### src/rtl/alu_pkg.sv
// Shared types and constants for the 8-bit ALU: opcode enum, shift kinds,
// and flag bit positions inside OutFlag.
package alu_pkg;

  // Operation select carried on FunSel.
  typedef enum logic [3:0] {
    OP_PASSA = 4'b0000,
    OP_PASSB = 4'b0001,
    OP_NOTA  = 4'b0010,
    OP_NOTB  = 4'b0011,
    OP_ADD   = 4'b0100,
    OP_ADDC  = 4'b0101,
    OP_SUB   = 4'b0110,
    OP_AND   = 4'b0111,
    OP_OR    = 4'b1000,
    OP_XOR   = 4'b1001,
    OP_LSL   = 4'b1010,
    OP_LSR   = 4'b1011,
    OP_ASL   = 4'b1100,
    OP_ASR   = 4'b1101,
    OP_CSL   = 4'b1110,
    OP_CSR   = 4'b1111
  } alu_op_e;

  // Shift kinds share the low three opcode bits so the top can pass
  // FunSel[2:0] straight through for shift operations.
  typedef enum logic [2:0] {
    SH_LSL = 3'b010,
    SH_LSR = 3'b011,
    SH_ASL = 3'b100,
    SH_ASR = 3'b101,
    SH_CSL = 3'b110,
    SH_CSR = 3'b111
  } shift_kind_e;

  // Bit positions inside the flag register.
  localparam int FLAG_Z = 3;
  localparam int FLAG_C = 2;
  localparam int FLAG_N = 1;
  localparam int FLAG_O = 0;

endpackage

### src/rtl/alu_shifter.sv
// Combinational single-bit shifter/rotator for the ALU. Returns the shifted
// value and the bit that falls off the end (used as the new carry).
module alu_shifter
  import alu_pkg::*;
#(
  parameter int WIDTH = 8
) (
  input  logic [WIDTH-1:0] a_i,
  input  shift_kind_e      kind_i,
  output logic [WIDTH-1:0] data_o,
  output logic             out_bit_o
);

  // Select the shifted data and the bit shifted out for each shift kind.
  always_comb begin
    data_o    = a_i;
    out_bit_o = 1'b0;
    case (kind_i)
      SH_LSL, SH_ASL: begin
        data_o    = {a_i[WIDTH-2:0], 1'b0};
        out_bit_o = a_i[WIDTH-1];
      end
      SH_LSR: begin
        data_o    = {1'b0, a_i[WIDTH-1:1]};
        out_bit_o = a_i[0];
      end
      SH_ASR: begin
        data_o    = {a_i[WIDTH-1], a_i[WIDTH-1:1]};
        out_bit_o = a_i[0];
      end
      SH_CSL: begin
        data_o    = {a_i[WIDTH-2:0], a_i[WIDTH-1]};
        out_bit_o = a_i[WIDTH-1];
      end
      SH_CSR: begin
        data_o    = {a_i[0], a_i[WIDTH-1:1]};
        out_bit_o = a_i[0];
      end
      default: begin
        data_o    = a_i;
        out_bit_o = 1'b0;
      end
    endcase
  end

endmodule

### src/rtl/alu.sv
// Combinational arithmetic/logic unit with a registered Z/C/N/O flag
// register. The result is purely combinational; only the flags are clocked.
// Optional build macro ALU_FLAG_WRITE_EN adds a WF input that gates flag
// updates (reset still clears the flags regardless of WF).
module alu
  import alu_pkg::*;
#(
  parameter int WIDTH = 8
) (
  input  logic             CLK,
  input  logic             RST,
`ifdef ALU_FLAG_WRITE_EN
  input  logic             WF,
`endif
  input  logic [3:0]       FunSel,
  input  logic [WIDTH-1:0] A,
  input  logic [WIDTH-1:0] B,
  output logic [WIDTH-1:0] OutALU,
  output logic [3:0]       OutFlag
);

  localparam int MSB = WIDTH - 1;

  alu_op_e          op;
  logic [3:0]       flag_q;
  logic [3:0]       flag_d;
  logic             flag_we;
  logic [WIDTH-1:0] result;
  logic [WIDTH-1:0] add_b;
  logic             add_cin;
  logic [WIDTH:0]   sum_ext;
  logic [WIDTH-1:0] shift_data;
  logic             shift_bit;
  logic             set_z;
  logic             set_n;

  assign op = alu_op_e'(FunSel);

`ifdef ALU_FLAG_WRITE_EN
  assign flag_we = WF;
`else
  assign flag_we = 1'b1;
`endif

  alu_shifter #(
    .WIDTH(WIDTH)
  ) u_shifter (
    .a_i      (A),
    .kind_i   (shift_kind_e'(FunSel[2:0])),
    .data_o   (shift_data),
    .out_bit_o(shift_bit)
  );

  // One shared adder: subtraction is A + ~B + 1, add-with-carry uses the
  // carry already stored in the flag register (not the one being computed).
  always_comb begin
    add_b   = B;
    add_cin = 1'b0;
    if (op == OP_SUB) begin
      add_b   = ~B;
      add_cin = 1'b1;
    end else if (op == OP_ADDC) begin
      add_cin = flag_q[FLAG_C];
    end
    sum_ext = {1'b0, A} + {1'b0, add_b} + {{WIDTH{1'b0}}, add_cin};
  end

  // Result mux and next-flag computation; untouched flags hold their value.
  always_comb begin
    result = '0;
    flag_d = flag_q;
    set_z  = 1'b1;
    set_n  = 1'b1;
    case (op)
      OP_PASSA: result = A;
      OP_PASSB: result = B;
      OP_NOTA:  result = ~A;
      OP_NOTB:  result = ~B;
      OP_ADD, OP_ADDC: begin
        result         = sum_ext[WIDTH-1:0];
        flag_d[FLAG_C] = sum_ext[WIDTH];
        flag_d[FLAG_O] = (A[MSB] == B[MSB]) && (sum_ext[MSB] != A[MSB]);
      end
      OP_SUB: begin
        result         = sum_ext[WIDTH-1:0];
        flag_d[FLAG_C] = sum_ext[WIDTH];
        flag_d[FLAG_O] = (A[MSB] != B[MSB]) && (sum_ext[MSB] != A[MSB]);
      end
      OP_AND: result = A & B;
      OP_OR:  result = A | B;
      OP_XOR: result = A ^ B;
      OP_LSL, OP_LSR, OP_CSL, OP_CSR: begin
        result         = shift_data;
        flag_d[FLAG_C] = shift_bit;
      end
      OP_ASL: begin
        result         = shift_data;
        flag_d[FLAG_C] = shift_bit;
        flag_d[FLAG_O] = A[MSB] ^ A[MSB-1];
      end
      OP_ASR: begin
        // Arithmetic right shift keeps the sign, so N is left as it was.
        result         = shift_data;
        flag_d[FLAG_C] = shift_bit;
        set_n          = 1'b0;
      end
      default: begin
        // Illegal/unknown select: zero result, all flags held.
        result = '0;
        set_z  = 1'b0;
        set_n  = 1'b0;
      end
    endcase
    if (set_z) begin
      flag_d[FLAG_Z] = (result == '0);
    end
    if (set_n) begin
      flag_d[FLAG_N] = result[MSB];
    end
  end

  // Flag register: reset wins over any update.
  always_ff @(posedge CLK) begin
    if (RST) begin
      flag_q <= 4'b0000;
    end else if (flag_we) begin
      flag_q <= flag_d;
    end
  end

  assign OutALU  = result;
  assign OutFlag = flag_q;

endmodule

### config.mk
export PLATFORM = sky130hd
export DESIGN_NAME = alu
export DESIGN_NICKNAME = d
export VERILOG_FILES = /design/src/rtl/alu_pkg.sv /design/src/rtl/alu_shifter.sv /design/src/rtl/alu.sv
export SDC_FILE = /design/constraint.sdc
export NUM_CORES = 1
export LEC_CHECK = 0
export CORE_MARGIN = 8
export CORE_UTILIZATION = 40
export DETAILED_ROUTE_END_ITERATION = 7
export SLEW_MARGIN = 10
export SYNTH_ARGS = -nofsm -noshare
export SYNTH_HDL_FRONTEND = slang
export SYNTH_SLANG_ARGS = --single-unit
### constraint.sdc
create_clock -name CLK -period 7.4 [get_ports CLK]
set_input_delay 1.48 -clock CLK [delete_from_list [all_inputs] [get_ports CLK]]
set_output_delay 1.48 -clock CLK [all_outputs]
set_load 0.01 [all_outputs]
Word-level counts from Yosys, hierarchy flattened. Cells that the tools add are included.

Bits in writable memories: 0. Register bits after elaboration: 4. Bits in latches: 0. Output and inout port bits: 12. Logic and storage cells: 56. Memory bits (read-only): 0. Input bits: 22. Memories kept: 0.

Add/sub/neg operators: 2. Bitwise operators: 6. Eq/ne operators: 24. $lt $le $gt $ge: 0. Div/mod/pow operators: 0. Reduce and logical (&&, ||, !) cells: 12. Shifts and indexed selects: 0. Multiplexer cells: 8. Multipliers: 0.

Operators by type and width (count): one-hot mux 8 bit (9 select lines) (1); one-hot mux 8 bit (5 select lines) (1); == test 4 bit (second input constant) (8); == test 4 x 3 -> 1 bit (second input constant) (4); NOT 8 bit (2); == test 3 bit (second input constant) (4); adder 8 x 8 -> 9 bit (1); adder 9 x 1 -> 9 bit (1); OR reduction 3 bit (3); bitwise AND 8 bit (1); == test 4 x 2 -> 1 bit (second input constant) (2); logical NOT 8 bit (1); two-way mux 8 bit (1); bitwise OR 8 bit (1); bitwise XOR 8 bit (1); == test 3 x 2 -> 1 bit (second input constant) (2); OR reduction 6 bit (1); == test 4 x 1 -> 1 bit (second input constant) (1); logical NOT 4 bit (1); one-hot mux 1 bit (2 select lines) (2); OR reduction 2 bit (2); one-hot mux 1 bit (3 select lines) (1); nonzero test 3 bit (1); logical AND 1 bit (2); 5 further kinds (7).

Longest topological paths before layout. Gate-level depths: netlist (run 1).

Depth after elaboration: 7. Gate-level depth with buffers: 14.

Modules after synthesis. A second synthesis (run 1) with hierarchy kept.

Cells, all modules: 274. Area total of the unflattened synthesis: 2000.7 µm².

Modules (own cells, without submodules): alu (times used 1, area each 1767.9 µm², cells each 241); alu_shifter (times used 1, area each 232.7 µm², cells each 33).

Least setup slack after synthesis (run 1). OpenSTA, ideal clock, no wires.

Path kind: input-to-output. Start: input FunSel[3]. End: output OutALU[6]. Path buffers: 1. Arrival time: 4.147 ns. Data required time: 5.920 ns. Path slack: 1.773 ns. Stages on the path: 12. Path through: buf_4 inv_1 nand2_1 nor2_1 xnor2_1 fa_1 fa_1 nand3_1 nand2_1 a31oi_1 xnor2_1 o22ai_1.

Longest elaborated chain between the ends: 5. Elaborated cells between the ends (all ways): 24. Classes of those cells: add/sub: 2; eq/ne: 15; mux: 4; reduce/logical: 3.

RTL lines: from (decl) (line alu.sv:15) `input logic [3:0] FunSel,`; == test 4 x 3 -> 1 bit, on equally long branches (line alu.sv:59, alu.sv:74, alu.sv:62); two-way mux 8 bit or two-way mux 1 bit (tied branches) (line alu.sv:59, alu.sv:62); adder 8 x 8 -> 9 bit or two-way mux 1 bit (tied branches) (line alu.sv:65, alu.sv:59); adder 9 x 1 -> 9 bit (line alu.sv:65) `sum_ext = {1'b0, A} + {1'b0, add_b} + {{WIDTH{1'b0}}, add_cin};`; one-hot mux 8 bit (9 select lines) * (line alu.sv:74) `case (op)`; to (decl) (line alu.sv:18) `output logic [WIDTH-1:0] OutALU,`.

Every way passes the cells marked *; elsewhere a longest branch is shown, timed or not.

Final worst setup path (run 1).
Start: input FunSel[3]. End: output OutALU[7].

The elaborated chain is that of the path after synthesis.

==> run metrics, run 1 <==
status=finished clean; footprint of the multi-input gates=1523 um^2; RSZ-0062 raised after global routing=no; Layout fillers=438; Post-DP Area=2126 um^2; TritonCTS clock tree=built; FF-to-FF End=OutFlag[3]$_SDFF_PP0_; max FFs per register=4; vias in the first global route=1823; r2r setup slk=4.46 ns; PwrDens=102.5 nW/um^2; most frequent cell after synthesis=ha_1; simple-gate share of the synthesized area=20.40%; later-pin clock latency in the skew report=0.21 ns; Synth area leader=ha_1; die width=82.58 um; die area=6819 um^2; ys async rst share=0%; max-slew violations=0; Max-Cap Viols=0; Worst Path Arrival=5.12 ns; Overflow after GRT=0; CTS H-Tree Depth=1; initial antenna violation count=0; Final period util=89.22%; core area=4324 um^2; FF+latch count, synth=4; Synth Area in Adders=18.49%; CTS-repair resized insts=0; first-pass GRT wire length=9.094 mm; setup total negative slack=0 ns; mux cell area share after synthesis=5.081%; worst hold path class=reg2reg; slew margin rel.=57.43%; Cell Area, Synth=1773 um^2; Antenna Cells=0; GRT Resource Usage Total=16.80%; Clock Sink Count=4; number of setup buffers added after CTS=0; predominant post-synthesis flop cell=dfxtp_1; detailed placement HPWL=4.420 mm; Longest Clk Path Bufs=2; Initial Utilization=41.00%; Buffers on Ports=33; largest cells by area after synthesis=ha_1, xnor2_1, a21oi_1; top-area cell type share of the netlist area=16.23%; Fmax=0.1515 GHz; Hold Path Cell Cnt=2; Compound-Gate Fraction of Synth Area=34.02%; Worst Setup Start Kind=input pin; synthesized area per cell=7.064 um^2; pin count of the biggest net entering global routing=39; Crit. End Element=output pin; iteration count of the initial detailed-routing pass=4; Vias=1949; CTS buffer count=3; Final Setup Violations=0; Final Critical Period=6.602 ns; Register-to-Register Path Depth=11; clk slew on worst S/H paths=0.03 ns; Reg area=80.08 um^2; Max Clock Skew=0.0002686 ns; antenna-violating nets left=0; design area=2167 um^2; xor-xnor portion of the synthesized cell area=7.904%; largest family of logic cells by synthesized area=compound AO/OA/AOI/OAI gates; Vert. Die Dim=82.58 um; Seq/Total Area, Yosys=4.517%; worst r2r src=OutFlag[2]$_SDFFE_PP0P_; area delta synth->final=22.23%; syn nets=298; crit-path max FO=8; CP Class=in2out; DR WL/cell=17.26 um; number of hold buffers added after cts=0; top cells by count, synth=ha_1, inv_1, nand2_1; Nets=328; DRC viols=0; drt via density=5.888; Post-synth EDFFs=0; row count=24; io pins=34; initial drt markers=159; Worst Hold End=OutFlag[0]$_SDFFE_PP0P_; Root Buffer=clkbuf_8; total detailed-routing wirelength=5.712 mm; LEAKAGE=0.9282 nW; RePlAce Congestion=0.8952; share of layout cells above drive strength 1=6.810%; Yosys cell types=53; cells after synthesis=251; final hold vios=0; yosys warns=0; critical path data required time=5.92 ns; maximum vdd drop=0.03537 mV; Hold Crit Start=OutFlag[0]$_SDFFE_PP0P_; worst-margin pin slew=0.6362 ns
==> per-stage QoR <==
step                hold slack [ns]  std cells  power [W]  setup WS, ns  utilization [%]
finish                       0.5090        331  0.0002222        0.7980            50.12
global route                 0.5382        331  0.0002387        0.5571            50.12
CTS                          0.5084        331  0.0002223        0.8395            50.12
detailed placement           0.5059        328  0.0001765        0.8572            49.16
global placement             0.5011        328  0.0001774        0.9289            49.16
floorplan                    0.5228        251  0.0001217         1.773                -
==> power breakdown <==
group	internal (W)	switching, W	total, W
Sequential	0.0000234	0.00000104	0.0000244
Clock	0.0000345	0.00000966	0.0000442
Combinational	0.0000706	0.0000830	0.000154
==> worst max-delay path by stage <==
stage	slack [ns]	to	cells past startpoint	startpoint
2_1_floorplan	1.77	OutALU[6]	12	FunSel[3]
3_3_place_gp	0.93	OutALU[6]	13	FunSel[3]
3_5_place_dp	0.86	OutALU[7]	14	FunSel[3]
4_1_cts	0.84	OutALU[7]	14	FunSel[3]
5_1_grt	0.56	OutALU[7]	14	FunSel[3]
6_report	0.80	OutALU[7]	14	FunSel[3]
==> critical path, cell delays in order <==
cell	delay, ns
clkdlybuf4s50_1	0.41
inv_1	0.23
nand2_1	0.14
nor2_1	0.33
buf_4	0.24
xnor2_1	0.17
ha_1	0.27
and3_1	0.17
o21ai_0	0.23
a21oi_1	0.13
xor2_1	0.23
a21oi_1	0.11
a31oi_1	0.35
clkdlybuf4s50_1	0.62
==> routing by layer <==
metal / up-vias / share of wire [%] / GRT usage (%)
met1: 891 / 45 / 22.35
met4: 0 / 1.8 / 5.862
li1: 974 / - / -
met2: 74 / 46 / 28.03
met5: - / 0 / 0
met3: 10 / 7.5 / 0.8658
==> cell usage in the layout (no fill, tap or decap), types with 4 or more instances in the layout <==
cell type,Yosys,final
a21oi_1,18,18
nand2_1,21,21
o21ai_0,15,15
a211oi_1,4,4
nand2b_1,7,7
dfxtp_1,4,4
nand3_1,5,5
o22ai_1,9,9
clkdlybuf4s50_1,0,33
and3_1,5,5
nor2b_1,5,5
ha_1,23,23
buf_4,5,6
a31oi_1,6,6
mux2i_1,9,9
nor2_1,19,19
xnor2_1,13,13
inv_1,22,22
==> layout make-up <==
class	count	area share, %
inverter	22	3.811
tap	52	3.002
timing repair buffer	39	17.32
clock buffer	3	1.905
multi-input combinational	211	70.27
sequential	4	3.695
==> logic make-up (layout without fill, tap and decap cells) <==
group,count (synthesis),after routing
buffers and inverters,36,64
xor gates and xnor gates,16,16
DFF,4,4
AOI/OAI and AO/OA,88,88
adders and majority gates,25,25
muxes,9,9
and+or+nand+nor,73,73
Note: power is estimated with default switching activity, not from simulation.
==> run 2: changes to the inputs <==
Settings changed: GPL_TIMING_DRIVEN set to 0.
==> run 2 against run 1 <==
Compared with the run above:
- core utilization increased by 1.2 points
- via count is 4.6% higher
- critical path type unchanged
- global-route usage is 1.3 points higher
==> run metrics, run 2 (same netlist as run 1, synthesis figures left out) <==
Antenna Cells=0 (unchanged); later-pin clock latency in the skew report=0.21 ns (about the same); status=finished clean; Final Critical Period=7.113 ns (+0.5106 ns); Max-Cap Viols=0 (unchanged); met2 wire len=2.798 mm (+7.1%); Layout fillers=480 (+9.6%); antenna-violating nets left=0 (unchanged); clk slew on worst S/H paths=0.03 ns (about the same); Root Buffer=clkbuf_8; max FFs per register=4 (unchanged); PwrDens=103.1 nW/um^2 (+0.60%); Buffers on Ports=33 (unchanged); number of hold buffers added after cts=0 (unchanged); CP Class=in2out; commonest non-fill, non-tap cell in the layout=clkdlybuf4s50_1; r2r setup slk=4.39 ns (-0.07 ns); share of layout cells above drive strength 1=9.408% (+2.6 points); max-slew violations=0 (unchanged); DRC viols=0 (unchanged); crit-path max cell delay=0.62 ns (about the same); iteration count of the initial detailed-routing pass=4 (unchanged); WP buf/inv=4 (unchanged); die area=6819 um^2 (unchanged); drt via density=6.012 (+2.1%); CTS buffer count=3 (unchanged); GRT Resource Usage Total=18.09% (+1.3 points); die width=82.58 um (unchanged); total detailed-routing wirelength=6.105 mm (+6.9%); worst r2r src=OutFlag[2]$_SDFFE_PP0P_; leading cell types in the layout, fill and taps excluded=clkdlybuf4s50_1, ha_1, inv_1; slew margin rel.=64.15% (+6.7 points); FF-to-FF End=OutFlag[3]$_SDFF_PP0_; worst hold path class=reg2reg; core area=4324 um^2 (unchanged); Nets=336 (+2.4%); RSZ-0062 raised after global routing=no; Hold Path Cell Cnt=2 (unchanged); LEAKAGE=0.9587 nW (+3.3%); DRT met1 WL=2.810 mm (+9.5%); DR WL/cell=18.01 um (+4.4%); Worst Path Arrival=5.63 ns (+0.51 ns); WL met3=444 um (+4.0%); Worst Hold End=OutFlag[0]$_SDFFE_PP0P_; Clock Sink Count=4 (unchanged); Initial Utilization=41.00% (unchanged); maximum vdd drop=0.03465 mV (-2.0%); DR top layer=met4; row count=24 (unchanged); pin count of the biggest net entering global routing=11 (-72%); Post-DP Area=2168 um^2 (+2.0%); detailed placement HPWL=4.811 mm (+8.9%); area delta synth->final=25.05%; io pins=34 (unchanged); critical path's top delay family=buffers and inverters; CTS-repair resized insts=1 (+1); Vias=2038 (+4.6%); Max Clock Skew=0.001348 ns (+0.001080 ns); Fmax=0.1406 GHz (-7.2%); initial antenna violation count=0 (unchanged); Final Setup Violations=0 (unchanged); critical path data required time=5.92 ns (about the same); Vert. Die Dim=82.58 um (unchanged); Register-to-Register Path Depth=11 (unchanged); Final period util=96.12% (+6.9 points); footprint of the multi-input gates=1530 um^2 (+0.49%); Worst Setup Start Kind=input pin; TritonCTS clock tree=built; vias in the first global route=1924 (+5.5%); Hold Crit Start=OutFlag[0]$_SDFFE_PP0P_; Longest Clk Path Bufs=2 (unchanged); first-pass GRT wire length=9.756 mm (+7.3%); RePlAce Congestion=0.8946 (about the same); final hold vios=0 (unchanged); Overflow after GRT=0 (unchanged); design area=2217 um^2 (+2.3%); Reg area=80.08 um^2 (unchanged); CTS H-Tree Depth=1 (unchanged); critical path's slowest cell=clkdlybuf4s50_1; Power Total=0.0002287 W (+2.9%); Crit. End Element=output pin; cells along the critical path=clkdlybuf4s50_1 -> buf_4 -> buf_4 -> nand2_1 -> nor2_4 -> xnor2_1 -> fa_1 -> and3_1 -> o21ai_0 -> a21oi_1 -> xor2_1 -> a21oi_1 -> a31oi_1 -> clkdlybuf4s50_1; initial drt markers=197 (+24%); number of setup buffers added after CTS=0 (unchanged); hold_ws=0.5147 ns (+0.005711 ns); crit-path max FO=10 (+2); worst-margin pin slew=0.5358 ns (-0.1004 ns)
==> run 2: stage by stage <==
| step | worst slack [ns] | cells | TNS (ns) | util [%] |
|---|---|---|---|---|
| floorplan | 1.773 | 251 | 0 | - |
| global placement | -0.1585 | 336 | -0.1585 | 50.14 |
| detailed placement | -0.2169 | 336 | -0.2339 | 50.14 |
| CTS | 0.08614 | 339 | 0 | 51.16 |
| global route | 0.06032 | 339 | 0 | 51.27 |
| finish | 0.2874 | 339 | 0 | 51.27 |
==> run 2: worst register-to-register path, stage by stage (launching register included) <==
cell and delay (ns):
dfxtp_1 0.33, nand2_1 0.07, a21oi_1 0.07, fa_1 0.43
fa_1 0.43, nand3_1 0.09, nand2_1 0.09, xor2_1 0.16
a211oi_1 0.43, a21boi_1 0.11, or4_1 0.51, nor4_2 0.19
==> run 2: final cells by class <==
| cell class | instances | area share [%] |
|---|---|---|
| buffer | 14 | 3.950 |
| tap | 52 | 2.935 |
| inverter | 22 | 3.725 |
| multi-input combinational | 211 | 69.02 |
| timing repair buffer | 33 | 14.90 |
| clock buffer | 3 | 1.862 |
| sequential | 4 | 3.612 |
==> run 2: report_power, final <==
group          switching (W)  internal, W  total (W)  leakage, nW
clock network      0.0000108    0.0000346  0.0000455       0.0216
logic              0.0000864    0.0000725   0.000159        0.904
registers        0.000000964    0.0000233  0.0000243       0.0328
total              0.0000982     0.000130   0.000229        0.959
==> run 2: routing by layer <==
metal  up-vias  GRT usage [%]
met5         -              0
met4         0          4.483
met3         6         0.9740
met2        72          29.76
met1       967          25.05
li1        993              -
==> run 2: how the worst max path moves through the flow <==
stage	depth (start not counted)	from	endpoint	slack, ns
final	14	FunSel[2]	OutALU[7]	0.29
after global routing	14	FunSel[2]	OutALU[7]	0.06
after CTS	14	FunSel[2]	OutALU[7]	0.09
after detailed placement	14	FunSel[2]	OutALU[7]	-0.22
after global placement	14	FunSel[2]	OutALU[7]	-0.16
after floorplan	12	FunSel[3]	OutALU[6]	1.77
==> run 3: changes to the inputs <==
Settings changed: CORE_UTILIZATION 40 to 58, PLACE_DENSITY set to 0.88.
==> run 3 against run 2 <==
Compared with the run above:
- sequential share of layout area rose by 0.071 points
- global-route usage rose by 4.5 points
- combinational power barely moved
- core utilization rose by 22 points
- count of clock-buffer cells in the layout did not move
- register-to-register slack got worse by 0.04 ns
- power fell by 9.0%
- via count rose by 2.8%
- die area fell by 25%
- wire length fell by 7.1%
- largest power group unchanged
==> run metrics, run 3 (same netlist as run 1, synthesis figures left out) <==
setup total negative slack=0 ns (unchanged); initial drt markers=332 (+69%); footprint of the multi-input gates=1530 um^2 (unchanged); Nets=336 (unchanged); max FFs per register=4 (unchanged); Vias=2095 (+2.8%); die width=71.29 um (-14%); Worst Path Arrival=5.60 ns (-0.03 ns); io pins=34 (unchanged); Final Critical Period=7.081 ns (-0.03135 ns); Switching Power=0.00009410 W (-4.2%); iteration count of the initial detailed-routing pass=5 (+1); Worst Setup Start Kind=input pin; first-pass GRT wire length=9.549 mm (-2.1%); crit-path max FO=10 (unchanged); Sw Share=45.20% (+2.3 points); RePlAce Congestion=1.002 (+12%); Longest Clk Path Bufs=2 (unchanged); Layout Cells excl Fill=320 (-5.6%); Clock Sink Count=4 (unchanged); pin count of the biggest net entering global routing=11 (unchanged); initial antenna violation count=0 (unchanged); DRC viols=0 (unchanged); CTS buffer count=3 (unchanged); RSZ-0062 raised after global routing=no; final core utilization=73.03% (+22 points); later-pin clock latency in the skew report=0.23 ns (+0.02 ns); final hold vios=0 (unchanged); worst hold path class=reg2reg; design area=2175 um^2 (-1.9%); die area=5082 um^2 (-25%); CTS H-Tree Depth=1 (unchanged); max-slew violations=0 (unchanged); Buffers on Ports=33 (unchanged); Final Setup Violations=0 (unchanged); share of layout cells above drive strength 1=9.408% (unchanged); Clock power frac=12.4% (-7.5 points); LEAKAGE=0.9509 nW (-0.81%); Root Buffer=clkbuf_4; worst-margin pin slew=0.4741 ns (-0.06168 ns); Crit. End Element=output pin; DR WL/cell=17.73 um (-1.5%); Post-DP Area=2145 um^2 (-1.1%); critical path data required time=5.92 ns (about the same); GRT Resource Usage Total=22.60% (+4.5 points); PwrDens=95.73 nW/um^2 (-7.2%); clk slew on worst S/H paths=0.03 ns (about the same); Overflow after GRT=0 (unchanged); drt via density=6.547 (+8.9%); status=finished clean; commonest non-fill, non-tap cell in the layout=clkdlybuf4s50_1; Layout fillers=249 (-48%); Reg area=80.08 um^2 (unchanged); slew margin rel.=68.28% (+4.1 points); Fmax=0.1412 GHz (+0.44%); Flop pwr share=11.7% (+1.1 points); Final period util=95.69% (-0.42 points); vias in the first global route=1970 (+2.4%); Max-Cap Viols=0 (unchanged); total detailed-routing wirelength=5.674 mm (-7.1%); Max Clock Skew=0.0006962 ns (-0.0006521 ns); core area=2978 um^2 (-31%); Antenna Cells=0 (unchanged); antenna-violating nets left=0 (unchanged); leading cell types in the layout, fill and taps excluded=clkdlybuf4s50_1, ha_1, inv_1; TritonCTS clock tree=built; Pint=0.0001141 W (-13%); detailed placement HPWL=4.492 mm (-6.6%); Vert. Die Dim=71.29 um (-14%); row count=20 (-17%); area delta synth->final=22.65%; placed cells=317 (-5.7%); combinational share of power=76.0% (+6.5 points); Power Total=0.0002082 W (-9.0%); CP Class=in2out; maximum vdd drop=0.04580 mV (+32%); Initial Utilization=59.54% (+19 points)
==> run 3: worst max-delay path, stage by stage <==
cell	delay, ns
clkdlybuf4s50_1	0.56
buf_4	0.21
buf_4	0.18
nand2_1	0.13
nor2_4	0.37
xnor2_1	0.14
fa_1	0.48
and3_1	0.23
o21ai_0	0.31
a21oi_1	0.17
xor2_1	0.25
a21oi_1	0.10
a31oi_1	0.36
clkdlybuf4s50_1	0.62
==> run 3: power by group through the flow <==
| stage | logic [W] | clock network, W | registers [W] |
|---|---|---|---|
| after CTS | 0.000155 | 0.0000264 | 0.0000243 |
| after global placement | 0.000152 | 0 | 0.0000246 |
| after global routing | 0.000172 | 0.0000280 | 0.0000245 |
| after detailed placement | 0.000155 | 0 | 0.0000246 |
| after floorplan | 0.0000965 | 0 | 0.0000251 |
| final | 0.000158 | 0.0000257 | 0.0000243 |
==> run 3: final cells by class <==
cell class | instances | area share [%]
plain buffers | 14 | 4.028
clock buffers | 3 | 1.036
inverters | 22 | 3.797
multi-input cells | 211 | 70.37
flip-flops and latches | 4 | 3.682
well taps | 33 | 1.899
repair buffers | 33 | 15.19
==> run 3: what timing repair did <==
item | in CTS | in global routing
buffers inserted | 0 | 0
pin swaps | 0 | 0
resized for setup | 1 | 1
endpoints found under the setup margin | 1 | 1
hold buffers | 0 | 0
hold endpoints to repair | 0 | 0
==> run 3: stage by stage <==
step / hold WS, ns / worst slack [ns]
2_1_floorplan: 0.5228 / 1.773
4_1_cts: 0.5049 / 0.1524
6_report: 0.5029 / 0.3187
3_3_place_gp: 0.4990 / -0.05475
3_5_place_dp: 0.5016 / -0.1460
5_1_grt: 0.6175 / 0.1447
==> run 3: final timing paths <==
path,startpoint,slack (ns),endpoint,cells past startpoint
worst max-delay path,FunSel[2],0.32,OutALU[7],14
worst min-delay path,OutFlag[0]$_SDFFE_PP0P_,0.50,OutFlag[0]$_SDFFE_PP0P_,2
worst max register to register,OutFlag[2]$_SDFFE_PP0P_,4.35,OutFlag[3]$_SDFF_PP0_,10
worst min register to register,OutFlag[0]$_SDFFE_PP0P_,0.50,OutFlag[0]$_SDFFE_PP0P_,2
==> run 3: metal layers <==
layer	track usage, %	share of wire [%]
met3	2.789	11
met1	30.31	42
met5	0	0
met2	34.80	45
met4	10.39	2.2
